<file path="config.mk">
export PLATFORM = sky130hd
export DESIGN_NAME = u111_dynamic_sizer
export DESIGN_NICKNAME = d
export VERILOG_FILES = /design/src/rtl/u111_dynamic_sizer.sv
export SDC_FILE = /design/constraint.sdc
export NUM_CORES = 1
export LEC_CHECK = 0
export ABC_CLOCK_PERIOD_IN_PS = 3900
export BUFFER_PORTS_ARGS = -buffer_cell sky130_fd_sc_hd__buf_2
export CAP_MARGIN = 30
export CORE_ASPECT_RATIO = 2
export CORE_MARGIN = 2
export CORE_UTILIZATION = 30
export CTS_CLUSTER_SIZE = 25
export DETAILED_ROUTE_END_ITERATION = 12
export SETUP_SLACK_MARGIN = 0.02
export SLEW_MARGIN = 40
export SYNTH_ARGS = -nofsm -noshare
export SYNTH_HDL_FRONTEND = slang
export SYNTH_SLANG_ARGS = --single-unit
</file>
<file path="constraint.sdc">
create_clock -name CLK40 -period 3.9 [get_ports CLK40]
set_input_delay 0 -clock CLK40 [delete_from_list [all_inputs] [get_ports CLK40]]
set_output_delay 0 -clock CLK40 [all_outputs]
set_load 0.1 [all_outputs]
</file>
<file path="src/rtl/u111_dynamic_sizer.sv">
// 68040-to-Amiga dynamic bus sizer: splits one CPU transfer into 1, 2 or 4 port beats
// on a 32/16/8-bit target, steering byte lanes and reporting completion or bus error.
module u111_dynamic_sizer #(
    parameter int unsigned TIMEOUT  = 255,
    parameter int unsigned LINE_TBI = 1
) (
    input  logic        CLK40,
    input  logic        RESETn,
    input  logic        TS_CPUn,
    input  logic        RnW,
    input  logic [1:0]  SIZ,
    input  logic [1:0]  A_040,
    input  logic [1:0]  PORTSIZE,
    input  logic        TACKn,
    input  logic        TEAn,
    input  logic [31:0] D_040_IN,
    input  logic [31:0] D_AMIGA_IN,
    output logic        TSn,
    output logic [1:0]  A_AMIGA,
    output logic        TAn,
    output logic        TEA_CPUn,
    output logic        TBI_CPUn,
    output logic        CPU_CYCLE,
    output logic [31:0] D_040_OUT,
    output logic        D_040_OE,
    output logic [31:0] D_AMIGA_OUT,
    output logic        D_AMIGA_OE
);

    localparam int unsigned TW = (TIMEOUT < 2) ? 1 : $clog2(TIMEOUT + 1);

    typedef enum logic [2:0] {IDLE, START, WAIT, NEXT, ACK} state_t;

    state_t        state_q, state_d;
    logic          rnw_q, rnw_d;
    logic          line_q, line_d;
    logic          err_q, err_d;
    logic [1:0]    ps_q, ps_d;       // 0: 32-bit, 1: 16-bit, 2: 8-bit
    logic [1:0]    addr_q, addr_d;
    logic [1:0]    beat_q, beat_d;   // beats remaining after the current one
    logic [TW-1:0] tmo_q, tmo_d;
    logic [31:0]   wdata_q, wdata_d;
    logic [31:0]   rdata_q, rdata_d;
    logic [1:0]    ps_in;
    logic [1:0]    step;

    always_ff @(posedge CLK40 or negedge RESETn) begin
        if (!RESETn) begin
            state_q <= IDLE;
            rnw_q   <= 1'b0;
            line_q  <= 1'b0;
            err_q   <= 1'b0;
            ps_q    <= '0;
            addr_q  <= '0;
            beat_q  <= '0;
            tmo_q   <= '0;
            wdata_q <= '0;
            rdata_q <= '0;
        end else begin
            state_q <= state_d;
            rnw_q   <= rnw_d;
            line_q  <= line_d;
            err_q   <= err_d;
            ps_q    <= ps_d;
            addr_q  <= addr_d;
            beat_q  <= beat_d;
            tmo_q   <= tmo_d;
            wdata_q <= wdata_d;
            rdata_q <= rdata_d;
        end
    end

    always_comb begin
        state_d = state_q;
        rnw_d   = rnw_q;
        line_d  = line_q;
        err_d   = err_q;
        ps_d    = ps_q;
        addr_d  = addr_q;
        beat_d  = beat_q;
        tmo_d   = tmo_q;
        wdata_d = wdata_q;
        rdata_d = rdata_q;
        ps_in   = (PORTSIZE == 2'b11) ? 2'b00 : PORTSIZE;
        step    = (ps_q == 2'd1) ? 2'd2 : ((ps_q == 2'd2) ? 2'd1 : 2'd0);

        case (state_q)
            IDLE: begin
                if (!TS_CPUn) begin
                    rnw_d  = RnW;
                    line_d = (SIZ == 2'b11);
                    ps_d   = ps_in;
                    err_d  = 1'b0;
                    case (SIZ)
                        2'b01: begin
                            addr_d = A_040;
                            beat_d = 2'd0;
                        end
                        2'b10: begin
                            addr_d = {A_040[1], 1'b0};
                            beat_d = (ps_in == 2'd2) ? 2'd1 : 2'd0;
                        end
                        default: begin
                            addr_d = 2'b00;
                            beat_d = (ps_in == 2'd2) ? 2'd3 : ((ps_in == 2'd1) ? 2'd1 : 2'd0);
                        end
                    endcase
                    if (!RnW) wdata_d = D_040_IN;
                    else      rdata_d = '0;
                    state_d = START;
                end
            end
            START: begin
                tmo_d   = '0;
                state_d = WAIT;
            end
            WAIT: begin
                if (!TEAn) begin
                    err_d   = 1'b1;
                    state_d = ACK;
                end else if (!TACKn) begin
                    if (rnw_q) begin
                        // Port lanes land in the CPU byte positions of the current address.
                        case (ps_q)
                            2'd1: begin
                                if (addr_q[1]) rdata_d[15:0]  = D_AMIGA_IN[31:16];
                                else           rdata_d[31:16] = D_AMIGA_IN[31:16];
                            end
                            2'd2: begin
                                case (addr_q)
                                    2'd0:    rdata_d[31:24] = D_AMIGA_IN[31:24];
                                    2'd1:    rdata_d[23:16] = D_AMIGA_IN[31:24];
                                    2'd2:    rdata_d[15:8]  = D_AMIGA_IN[31:24];
                                    default: rdata_d[7:0]   = D_AMIGA_IN[31:24];
                                endcase
                            end
                            default: rdata_d = D_AMIGA_IN;
                        endcase
                    end
                    state_d = (beat_q == 2'd0) ? ACK : NEXT;
                end else if (tmo_q == TW'(TIMEOUT - 1)) begin
                    err_d   = 1'b1;
                    state_d = ACK;
                end else begin
                    tmo_d = tmo_q + 1'b1;
                end
            end
            NEXT: begin
                addr_d  = addr_q + step;
                beat_d  = beat_q - 1'b1;
                state_d = START;
            end
            ACK:     state_d = IDLE;
            default: state_d = IDLE;
        endcase
    end

    always_comb begin
        case (ps_q)
            2'd1:    D_AMIGA_OUT = {(addr_q[1] ? wdata_q[15:0] : wdata_q[31:16]), 16'h0000};
            2'd2: begin
                case (addr_q)
                    2'd0:    D_AMIGA_OUT = {wdata_q[31:24], 24'h000000};
                    2'd1:    D_AMIGA_OUT = {wdata_q[23:16], 24'h000000};
                    2'd2:    D_AMIGA_OUT = {wdata_q[15:8],  24'h000000};
                    default: D_AMIGA_OUT = {wdata_q[7:0],   24'h000000};
                endcase
            end
            default: D_AMIGA_OUT = wdata_q;
        endcase
    end

    assign CPU_CYCLE  = (state_q != IDLE);
    assign TSn        = !(state_q == START);
    assign A_AMIGA    = addr_q;
    assign TAn        = !((state_q == ACK) && !err_q);
    assign TEA_CPUn   = !((state_q == ACK) && err_q);
    assign TBI_CPUn   = !((state_q == ACK) && !err_q && line_q && (LINE_TBI != 0));
    assign D_040_OUT  = rdata_q;
    assign D_040_OE   = (state_q == ACK) && rnw_q;
    assign D_AMIGA_OE = !rnw_q && ((state_q == START) || (state_q == WAIT));

endmodule
</file>
* Word level (Yosys, flattened, before mapping) *
Index checks and enable logic that the tools add are counted.

operators by class
  add/subtract/negate cells = 3
  multiply operators = 0
  div/mod/pow operators = 0
  $lt $le $gt $ge = 0
  eq/ne operators = 31
  shifts and indexed selects = 0
  muxes and demuxes = 43
  bitwise gates (word level) = 2
  reductions and logical operators = 30

operators with widths
  operator             count
  $pmux 32 s2          3
  $mux 32              5
  $pmux 32 s3          1
  $mux 8               7
  $mux 16              3
  $reduce_and 8->1     4
  $pmux 2 s2           4
  $pmux 8 s2           1
  $mux 3               5
  $ne 3x3->1 const B   5
  $ne 2x2->1 const B   7
  $eq 2x2->1 const B   6
  $pmux 3 s4           1
  $mux 2               5
  $ne 3x2->1 const B   3
  $add 8x1->8 const B  1
  $eq 2x1->1 const B   4
  $eq 8x8->1 const B   1
  $reduce_and 4->1     2
  $mux 1               7
  $eq 3x2->1 const B   2
  $logic_not 1->1      6
  $reduce_and 2->1     3
  $reduce_bool 2->1    3
  other kinds (14)     20

word-level totals
  register bits after elaboration = 84
  bits in latches = 0
  RAM bits = 0
  memory bits (read-only) = 0
  input bits = 76
  memories kept = 0

* Longest topological paths before layout *
Gate-level depths: netlist of the first run.

  depth after elaboration = 8
  mapped depth = 9

* Worst setup path after synthesis of the first run *
No wires, ideal clock.

  path type = register -> output
  start point = reg addr_q[1], in the netlist A_AMIGA[1]
  end point = out D_AMIGA_OUT[31]
  data arrival time = 3218 ps
  data required time = 3900 ps
  slack = 682 ps
  stages on the path, launching flop included = 6
  buffers on the path = 2
  path through = dfrtp_1 clkbuf_1 buf_2 mux2i_1 o22a_1 o2bb2ai_1

on the way
  cells in the longest elaborated chain, start to end = 3

ends and longest elaborated chain
  what                                      RTL line  text
  from (decl)                               39        logic [1:0] addr_q, addr_d;
  from (signal assigned)                    65        addr_q <= addr_d;
  $eq 2x2->1, or another cell as far along  162       case (addr_q)
  $pmux 32 s3                               162
  $pmux 32 s2 *                             159       case (ps_q)
  to (decl)                                 26        output logic [31:0] D_AMIGA_OUT,

Mark *: on every way between the ends. The rest lies on a longest branch, timed or not.

* Worst setup path in the final report of the first run *
  start point = reg ps_q[0]
  end point = out D_AMIGA_OUT[26]

on the way
  cells in the longest elaborated chain, start to end = 2

ends and longest elaborated chain
  what                                             RTL line  text
  from (decl)                                      38        logic [1:0] ps_q, ps_d;
  from (signal assigned)                           64        ps_q <= ps_d;
  $eq 2x2->1 / $eq 2x1->1 (equally long branches)  159
  $pmux 32 s2 *                                    159

Marks and branches as above.

==> results of run 1 <==
flip-flops by register name (all words and copies together) (netlist names):
name	count
D_040_OUT	32
wdata_q	32
tmo_q	8
state_q	3
A_AMIGA	2
beat_q	2
ps_q	2
err_q	1
line_q	1
rnw_q	1
final timing paths:
kind                             from               to  slack [ps]
min in group asynchronous      RESETn    D_040_OUT[19]         250
min                              TEAn            err_q          20
max reg2reg                A_AMIGA[1]    D_040_OUT[13]        1330
min reg2reg                    line_q           line_q         500
max                           ps_q[0]  D_AMIGA_OUT[26]         970
max in group asynchronous      RESETn     D_040_OUT[2]        3120
cell type report:
class | instances | area [um2]
multi-input cells | 307 | 2369
fillers | 1551 | 9250
clock buffers | 11 | 252.7
flip-flops and latches | 84 | 2102
well taps | 201 | 251.5
inverters | 43 | 161.4
clock inverters | 4 | 72.57
repair buffers | 198 | 1237
critical path, cell delays in order (launching register included):
cell     delay (ps)
dfrtp_1         380
inv_1           100
ha_1            600
a21oi_1         210
nor3_1          600
a221o_1         280
buf_2           430
synthesized netlist by cell type, drive strengths merged (10+ instances only):
cell | n | area share
a21oi | 34 | 0.035
a221o | 16 | 0.033
a22o | 19 | 0.035
and2 | 17 | 0.022
buf | 15 | 0.022
clkbuf | 16 | 0.013
dfrtp | 84 | 0.44
ha | 15 | 0.039
inv | 43 | 0.034
mux2 | 56 | 0.13
nand2 | 37 | 0.029
nand3b | 10 | 0.016
nor2 | 17 | 0.015
o21ai | 16 | 0.019
cells by family (layout without fill, tap and decap cells):
family	count (synthesis)	after routing	synth area share
buffers and inverters	74	256	0.06860
AO/OA/AOI/OAI	108	108	0.1612
AND/OR/NAND/NOR	118	118	0.1356
XOR/XNOR	1	1	0.001826
flip-flops	84	84	0.4382
adder cells (fa/ha/maj)	15	15	0.03912
multiplexers	65	65	0.1555
what timing repair did:
item,CTS,global route
gates resized for setup,0,0
setup endpoints to repair,0,0
hold endpoints to repair,126,0
hold buffers,43,0
layer usage:
metal,up-vias,GRT usage,share of wire
met5,-,0,0
met1,2077,0.1745,0.34
li1,2019,-,-
met3,34,0.03698,0.043
met2,135,0.3476,0.58
met4,0,0.08118,0.036
per-stage QoR:
stage | hold WS, ps | setup slack, ps
detailed placement | 119.4 | 1341
floorplan | -295.6 | 682.2
global route | 33.02 | 777.8
global placement | 222.1 | 1409
finish | 17.41 | 966.9
CTS | 13.14 | 985.7
placed cells by master (no fill, tap or decap), types with 9 or more instances in the layout:
cell type,netlist,routed
nand4_1,9,9
mux2_2,55,55
nand3b_1,10,10
a221o_1,16,16
ha_1,15,14
nor2_1,16,16
dlygate4sd3_1,0,43
a22o_1,19,19
and2_1,17,17
dfrtp_1,84,84
buf_2,8,148
o21ai_0,15,15
inv_1,43,43
nand2_1,37,37
clkbuf_16,0,9
a21oi_1,34,34
==> impl_results.md, run 1 <==
* Clock Root Buffer: clkbuf_16
* Area grow syn2layout at 34.38%
* Worst setup EP type: primary output
* Post-DP Area at ~0.0057 mm2
* Number of max-cap violations at 0
* Count of cell types in the netlist at 52
* Status: finished clean
* Yosys reg bits at 84
* Clock-pin slew on the worst setup and hold paths at approximately 70 ps
* Final Hold Violating Endpoints at 0
* Vias in the first global route at roughly 4,500
* Vias at 4,265
* Post-route insts no fill at between 800 and 900
* CTS sink cnt at 84
* Fraction of layout cells with a size suffix above 1 at 0.3648
* Placement Rows at 65
* Post-synthesis async set-or-reset flop share at 1.000
* Pins Over Slew Limit at 0
* Yosys warnings at 0
* Minimum clock period at 2933 ps
* Antenna viol nets, final at 0
* Number of iterations in the first detailed-routing pass at 4
* Gr ovfl total at 0
* Final wirelength at 15.11 mm
* DRC violations left at 0
* WL/cell at 17.81 um
* RD Place Congestion at ~0.81
* Setup total negative slack at 0 ps
* Worst slew pin tran at ~780 ps
* Critical path startpoint category: flop
* Critical path class: flop to primary output
* Period utilisation layout at 0.7521
* Initial core utilization at 0.3056
* Post-synth EDFFs at 0
* Unrepaired setup endpoints after global routing: no
* Crit path DAT at between 2000 and 3000 ps
* Setup bufs post-CTS at 0
* Max transition margin at 0.4770
* Dpl cells at 789
* Skew final at 9.400 ps
* Buffers on Ports at around 150
* Total track usage at 0.1789
* CP required at between 3000 and 4000 ps
* Most common flop cell mapped by yosys: dfrtp_1
* H-tree Lvls at 3
* Netlist Area Pre-Place at about 0.0048 mm2
* Largest net degree at the start of global routing at 85
* Synthesized net count at roughly 560
* Initial antenna violation count at 0
* First-pass GRT wire length at 23.38 mm
* Drt via density at 5.029
* IO Count at roughly 150
* Diodes inserted at 0
* Hold Crit Depth at 3
* Die Wd at around 93 um
* DRT iter0 DRCs at between 150 and 200
* Synth Instances at 465
* DPL Wire Length at approximately 11 mm
* Register area share after synthesis at 0.4382
* R2R depth at 7
* CP max FO at 18
* CTS tree: built
* Hold Path Class: input pin to flop
* Clock latency at the later pin of the worst-skew pair at between 300 and 400 ps
* Final Instance Area at 0.006446 mm2
* Die Area at around 0.017 mm2
* Fmax at around 0.34 GHz
* TritonCTS buffer count at 9
* Die H at ~180 um
* Final setup vio count at 0
* Syn_area_per_cell at about 10 um2
* Layout Utilization at 0.4107
* Clock Tree Buf Depth at 2
* Net count, final at 734
* Core area at approximately 0.016 mm2
Power of run 1 is not shown: default switching activity piles up to over one toggle a cycle in this logic, so the estimate is an artifact.
==> run 2: changes to the inputs <==
--- a/config.mk
+++ b/config.mk
@@ -5,7 +5,8 @@
 export SDC_FILE = /design/constraint.sdc
 export NUM_CORES = 1
 export LEC_CHECK = 0
-export ABC_CLOCK_PERIOD_IN_PS = 3900
+export ABC_AREA = 1
+export ABC_CLOCK_PERIOD_IN_PS = 2600
 export BUFFER_PORTS_ARGS = -buffer_cell sky130_fd_sc_hd__buf_2
 export CAP_MARGIN = 30
 export CORE_ASPECT_RATIO = 2
==> constraint.sdc (replaced) <==
create_clock -name CLK40 -period 2.6 [get_ports CLK40]
set_input_delay 0 -clock CLK40 [delete_from_list [all_inputs] [get_ports CLK40]]
set_output_delay 0 -clock CLK40 [all_outputs]
set_load 0.1 [all_outputs]
==> impl_results.md, run 2 <==
* Register area share after synthesis at 0.4078 (-0.03042)
* Syn_area_per_cell at 6.864 um2 (-33%)
* Synth Instances at 751 (+62%)
* Status: finished clean
* Die Wd at 96.69 um (+3.5%)
* Clock-pin slew on the worst setup and hold paths at 70 ps (about the same)
* Yosys warnings at 0 (unchanged)
* Worst slew pin tran at 558.5 ps (-223.9 ps)
* Number of iterations in the first detailed-routing pass at 5 (+1)
* Most frequent cells in the layout: nand2_1 (286), buf_2 (133), dfrtp_1 (84), nor2_1 (84), inv_1 (74)
* Worst Hold Path EP: D_040_OUT[26]
* RD Place Congestion at 0.8617 (+6.6%)
* Critical path class: flop to primary output
* Gr ovfl total at 0 (unchanged)
* Vias in the first global route at 5,404 (+20%)
* Yosys reg bits at 84 (unchanged)
* Synth area leaders: dfrtp_1 (41%), nand2_1 (21%), nor2_1 (6.4%)
* Post-synthesis async set-or-reset flop share at 1.000 (unchanged)
* DRC violations left at 0 (unchanged)
* CTS tree: built
* Top cell type by total area after synthesis: dfrtp_1
* Initial antenna violation count at 0 (unchanged)
* Hold Path Class: input pin to flop
* Placement Rows at 67 (+3.1%)
* Top-count cell post-synth: nand2_1
* Critical path startpoint category: flop
* Reg2Reg Capture Point: D_040_OUT[29]
* Final Hold Violating Endpoints at 0 (unchanged)
* R2r startpoint: state_q[0]
* Max transition margin at 0.6276 (+0.1506)
* Die H at 189.4 um (+3.6%)
* Synth cell count leaders: nand2_1 (286), nor2_1 (88), dfrtp_1 (84)
* WL/cell at 15.03 um (-16%)
* CP required at 2600 ps (-1300 ps)
* Area share of the largest cell type after synthesis at 0.4078 (-0.03042)
* Unrepaired setup endpoints after global routing: no
* Synthesized net count at 842 (+51%)
* Worst setup EP type: primary output
* First-pass GRT wire length at 27.32 mm (+17%)
* Fraction of layout cells with a size suffix above 1 at 0.2278 (-0.1370)
* Period utilisation layout at 0.9012
* Fillers at 1,779 (+15%)
* Largest net degree at the start of global routing at 54 (-36%)
* Post-synth EDFFs at 0 (unchanged)
* Worst R2R Setup Slack at 580 ps (-750 ps)
* H-tree Lvls at 3 (unchanged)
* Number of max-cap violations at 0 (unchanged)
* IO Count at 149 (unchanged)
* R2R depth at 7 (unchanged)
* Layout Utilization at 0.4283 (+0.01760)
* Setup ws final at 256.8 ps (-710.2 ps)
* Netlist Area Pre-Place at 0.005155 mm2 (+7.5%)
* Total track usage at 0.1875 (+0.008589)
* Hold Crit Depth at 5 (+2)
* Fmax at roughly 0.43 GHz
* CP max FO at 20 (+2)
* Minimum clock period at roughly 2300 ps
* Setup WS pre-CTS at 624.1 ps (-716.7 ps)
* Clock Root Buffer: clkbuf_16
* DRT iter0 DRCs at 233 (+42%)
* Vias at 5,454 (+28%)
* CTS sink cnt at 84 (unchanged)
* Drt via density at 4.776 (-5.0%)
* Area grow syn2layout at 39.30%
* Diodes inserted at 0 (unchanged)
* Min-delay src: D_AMIGA_IN[26]
* DPL Wire Length at 13.15 mm (+17%)
* Commonest non-fill, non-tap cell in the layout: nand2_1
* Clock Tree Buf Depth at 2 (unchanged)
* Initial core utilization at 0.3075 (+0.001843)
* Net count, final at 1,022 (+39%)
* Count of cell types in the netlist at 33 (-37%)
* Most common flop cell mapped by yosys: dfrtp_1
* Pins Over Slew Limit at 0 (unchanged)
* Final setup vio count at 0 (unchanged)
* Core area at 0.01677 mm2 (+6.8%)
* Antenna viol nets, final at 0 (unchanged)
* Crit path DAT at 2340 ps (-590 ps)
* Skew final at 9.209 ps (-0.1913 ps)
* TritonCTS buffer count at 9 (unchanged)
* Buffers on Ports at 148 (unchanged)
* Die Area at 0.01831 mm2 (+7.2%)
* Clock latency at the later pin of the worst-skew pair at 350 ps (about the same)
* Final wirelength at 17.17 mm (+14%)
[run 2: logic make-up (layout without fill, tap and decap cells)]
| family | Yosys count | in the layout | synth area share |
|---|---|---|---|
| flops | 84 | 84 | 0.4078 |
| fa+ha+maj | 15 | 15 | 0.03641 |
| compound gates | 63 | 63 | 0.06578 |
| simple gates | 478 | 478 | 0.3966 |
| buf+inv | 107 | 291 | 0.08665 |
| xor+xnor | 4 | 4 | 0.006795 |
[run 2: how the worst max path moves through the flow]
stage               cells past startpoint        from  slack (ps)         endpoint
finish                                  8     ps_q[0]         260  D_AMIGA_OUT[18]
global route                            7  A_AMIGA[0]         160  D_AMIGA_OUT[25]
CTS                                     8     ps_q[0]         260  D_AMIGA_OUT[18]
detailed placement                      6  state_q[0]         620    D_040_OUT[27]
global placement                        7  state_q[0]         640    D_040_OUT[29]
floorplan                               6  A_AMIGA[1]        -330  D_AMIGA_OUT[24]
[run 2: final cells by class]
| cell class | instances | area, um2 | area share |
|---|---|---|---|
| clock buffer | 9 | 225.2 | 0.03136 |
| clock inverter | 6 | 137.6 | 0.01917 |
| inverter | 76 | 285.3 | 0.03973 |
| multi-input combinational | 560 | 2711 | 0.3776 |
| sequential | 84 | 2102 | 0.2927 |
| tap | 207 | 259.0 | 0.03607 |
| timing repair buffer | 200 | 1460 | 0.2033 |
[run 2: worst max-delay path, cell delays in order (launching register included)]
cell	delay [ps]
dfrtp_1	350
inv_1	70
ha_1	340
buf_4	200
nor2_2	110
buf_4	310
o21ai_0	190
a21oi_4	200
buf_12	200
[run 2: stage by stage]
| step | hold slack, ps | cells | cell area [um2] | setup TNS, ps |
|---|---|---|---|---|
| finish | 7.806 | 1142 | 7181 | 0 |
| global route | 34.11 | 1142 | 7181 | 0 |
| CTS | 0.5043 | 1142 | 7177 | 0 |
| detailed placement | 107.8 | 1092 | 6464 | 0 |
| global placement | 105.5 | 1092 | 6464 | 0 |
| floorplan | -295.6 | 751 | 5258 | -1316 |
[run 2: layer usage]
layer | vias up | part of all wire | global-route usage | wire (um)
met5 | - | 0 | 0 | 0
met4 | 0 | 0.036 | 0.08559 | 614
met3 | 35 | 0.048 | 0.03175 | 818
met2 | 178 | 0.55 | 0.3624 | 9491
met1 | 2518 | 0.36 | 0.1929 | 6242
li1 | 2723 | - | - | -
[run 2: what timing repair did]
| item | 4_1_cts | 5_1_grt |
|---|---|---|
| hold buffers | 35 | 0 |
| buffers inserted | 0 | 0 |
| gates resized for setup | 0 | 0 |
| hold endpoints to repair | 86 | 0 |
Power of run 2 is left out for the same reason.
==> run 3: changes to the inputs <==
--- a/config.mk
+++ b/config.mk
@@ -14,6 +14,7 @@
 export CORE_UTILIZATION = 30
 export CTS_CLUSTER_SIZE = 25
 export DETAILED_ROUTE_END_ITERATION = 12
+export REMOVE_ABC_BUFFERS = 1
 export SETUP_SLACK_MARGIN = 0.02
 export SLEW_MARGIN = 40
 export SYNTH_ARGS = -nofsm -noshare
==> impl_results.md, run 3 (synthesis results as in run 2) <==
* Clock Tree Buf Depth at 2 (unchanged)
* Clock Root Buffer: clkbuf_16
* Largest net degree at the start of global routing at 81 (+50%)
* CTS sink cnt at 84 (unchanged)
* DRC violations left at 0 (unchanged)
* CP max stage delay at 350 ps (about the same)
* Commonest non-fill, non-tap cell in the layout: nand2_1
* Clock-pin slew on the worst setup and hold paths at 70 ps (about the same)
* Minimum clock period at 2389 ps (+45.52 ps)
* CTS tree: built
* Final wirelength at 16.71 mm (-2.6%)
* Placement Rows at 67 (unchanged)
* H-tree Lvls at 3 (unchanged)
* Die Area at 0.01831 mm2 (unchanged)
* Met2 Use GR at 0.3547 (-0.007746)
* Most Used Layer, Global Route: met2
* Unrepaired setup endpoints after global routing: no
* RD Place Congestion at 0.8361 (-3.0%)
* Die H at 189.4 um (unchanged)
* WHS at 0.8682 ps (-6.938 ps)
* Antenna viol nets, final at 0 (unchanged)
* Min-delay src: A_040[0]
* Diodes inserted at 0 (unchanged)
* Initial core utilization at 0.3075 (unchanged)
* R2r startpoint: state_q[0]
* Worst Hold Path EP: A_AMIGA[0]
* Die Wd at 96.69 um (unchanged)
* Final Hold Violating Endpoints at 0 (unchanged)
* Worst setup EP type: primary output
* DRT iter0 DRCs at 235 (+0.86%)
* CP required at 2600 ps (about the same)
* Initial antenna violation count at 0 (unchanged)
* CP dominant cell by count: buf_4
* Vias in the first global route at 5,390 (-0.26%)
* Buffers on Ports at 148 (unchanged)
* Crit-path cells: inv_1 > ha_1 > buf_4 > nor2_1 > buf_4 > o21ai_0 > a21oi_1 > buf_12
* Fmax at 0.4186 GHz (-1.9%)
* WL/cell at 14.69 um (-2.3%)
* Critical path class: flop to primary output
* Post-CTS Resized at 0 (unchanged)
* Max transition margin at 0.5372 (-0.09043)
* Setup bufs post-CTS at 0 (unchanged)
* First-pass GRT wire length at 26.82 mm (-1.8%)
* Crit path DAT at 2390 ps (+50 ps)
* Met1 Use GR at 0.1902 (-0.002653)
* Drt via density at 4.715 (-1.3%)
* Global Route met3 Usage at 0.02067 (-0.01107)
* Final setup vio count at 0 (unchanged)
* TritonCTS buffer count at 9 (unchanged)
* Fraction of layout cells with a size suffix above 1 at 0.2116 (-0.01621)
* Hold buffers post-CTS at 33 (-5.7%)
* Worst R2R Setup Slack at 470 ps (-110 ps)
* Gr ovfl total at 0 (unchanged)
* Number of max-cap violations at 0 (unchanged)
* Buf/Inv on CP at 4 (unchanged)
* Crit path max-delay family: buffers and inverters
* R2R depth at 6 (-1)
* DPL Wire Length at 12.53 mm (-4.7%)
* Slowest-stage cell, CP: dfrtp_1
* Area grow syn2layout at 34.81%
* Skew final at 12.35 ps (+3.136 ps)
* CP max FO at 20 (unchanged)
* IO Count at 149 (unchanged)
* Core area at 0.01677 mm2 (unchanged)
* Vias at 5,366 (-1.6%)
* Pins Over Slew Limit at 0 (unchanged)
* Hold Path Class: input pin to flop
* Critical path startpoint category: flop
* Status: finished clean
* Clock latency at the later pin of the worst-skew pair at 360 ps (about the same)
* Setup total negative slack at 0 ps (unchanged)
* Net count, final at 1,017 (-0.49%)
* Worst slew pin tran at 694.2 ps (+135.6 ps)
* Period utilisation layout at 0.9188 (+0.01751)
* Number of iterations in the first detailed-routing pass at 5 (unchanged)
* Hold Crit Depth at 3 (-2)
* Most frequent cells in the layout: nand2_1 (286), buf_2 (133), nor2_1 (88)
* Reg2Reg Capture Point: wdata_q[2]
* Total track usage at 0.1831 (-0.004352)
* Layout Utilization at 0.4145 (-0.01381)
run 3: worst register-to-register path, cell delays in order (launching register included):
cell     delay [ps]
dfrtp_1         440
nor2_4          310
nand2_4         120
nor2_8          180
nand2_4         210
inv_2           540
o21ai_0         190
run 3: cell type report:
class | instances | area [um2]
Tap cell | 207 | 259.0
Timing Repair Buffer | 195 | 1395
Clock inverter | 7 | 76.32
Sequential cell | 84 | 2102
Clock buffer | 9 | 225.2
Multi-Input combinational cell | 560 | 2606
Fill cell | 1800 | 9817
Inverter | 76 | 285.3
run 3: layer usage:
metal  vias up  share of wire
met2       156           0.56
li1       2712              -
met3        36          0.036
met5         -              0
met4         0          0.040
met1      2462           0.36
run 3: worst max-delay path by stage:
| stage | from | endpoint | slack (ps) | cells after the start |
|---|---|---|---|---|
| after floorplan | A_AMIGA[1] | D_AMIGA_OUT[16] | -990 | 4 |
| after global placement | state_q[0] | wdata_q[6] | 540 | 6 |
| after detailed placement | state_q[0] | wdata_q[4] | 460 | 6 |
| after CTS | ps_q[0] | D_AMIGA_OUT[17] | 220 | 8 |
| after global routing | ps_q[0] | D_AMIGA_OUT[17] | 100 | 8 |
| final | ps_q[0] | D_AMIGA_OUT[17] | 210 | 8 |
run 3: stage by stage:
stage	instance area, um2	cells	worst slack [ps]
global route	6949	1138	99.09
finish	6949	1138	211.2
global placement	6311	1089	540.0
floorplan	4994	720	-990.4
detailed placement	6315	1089	455.4
CTS	6947	1138	224.5
Power of run 3 is left out for the same reason.
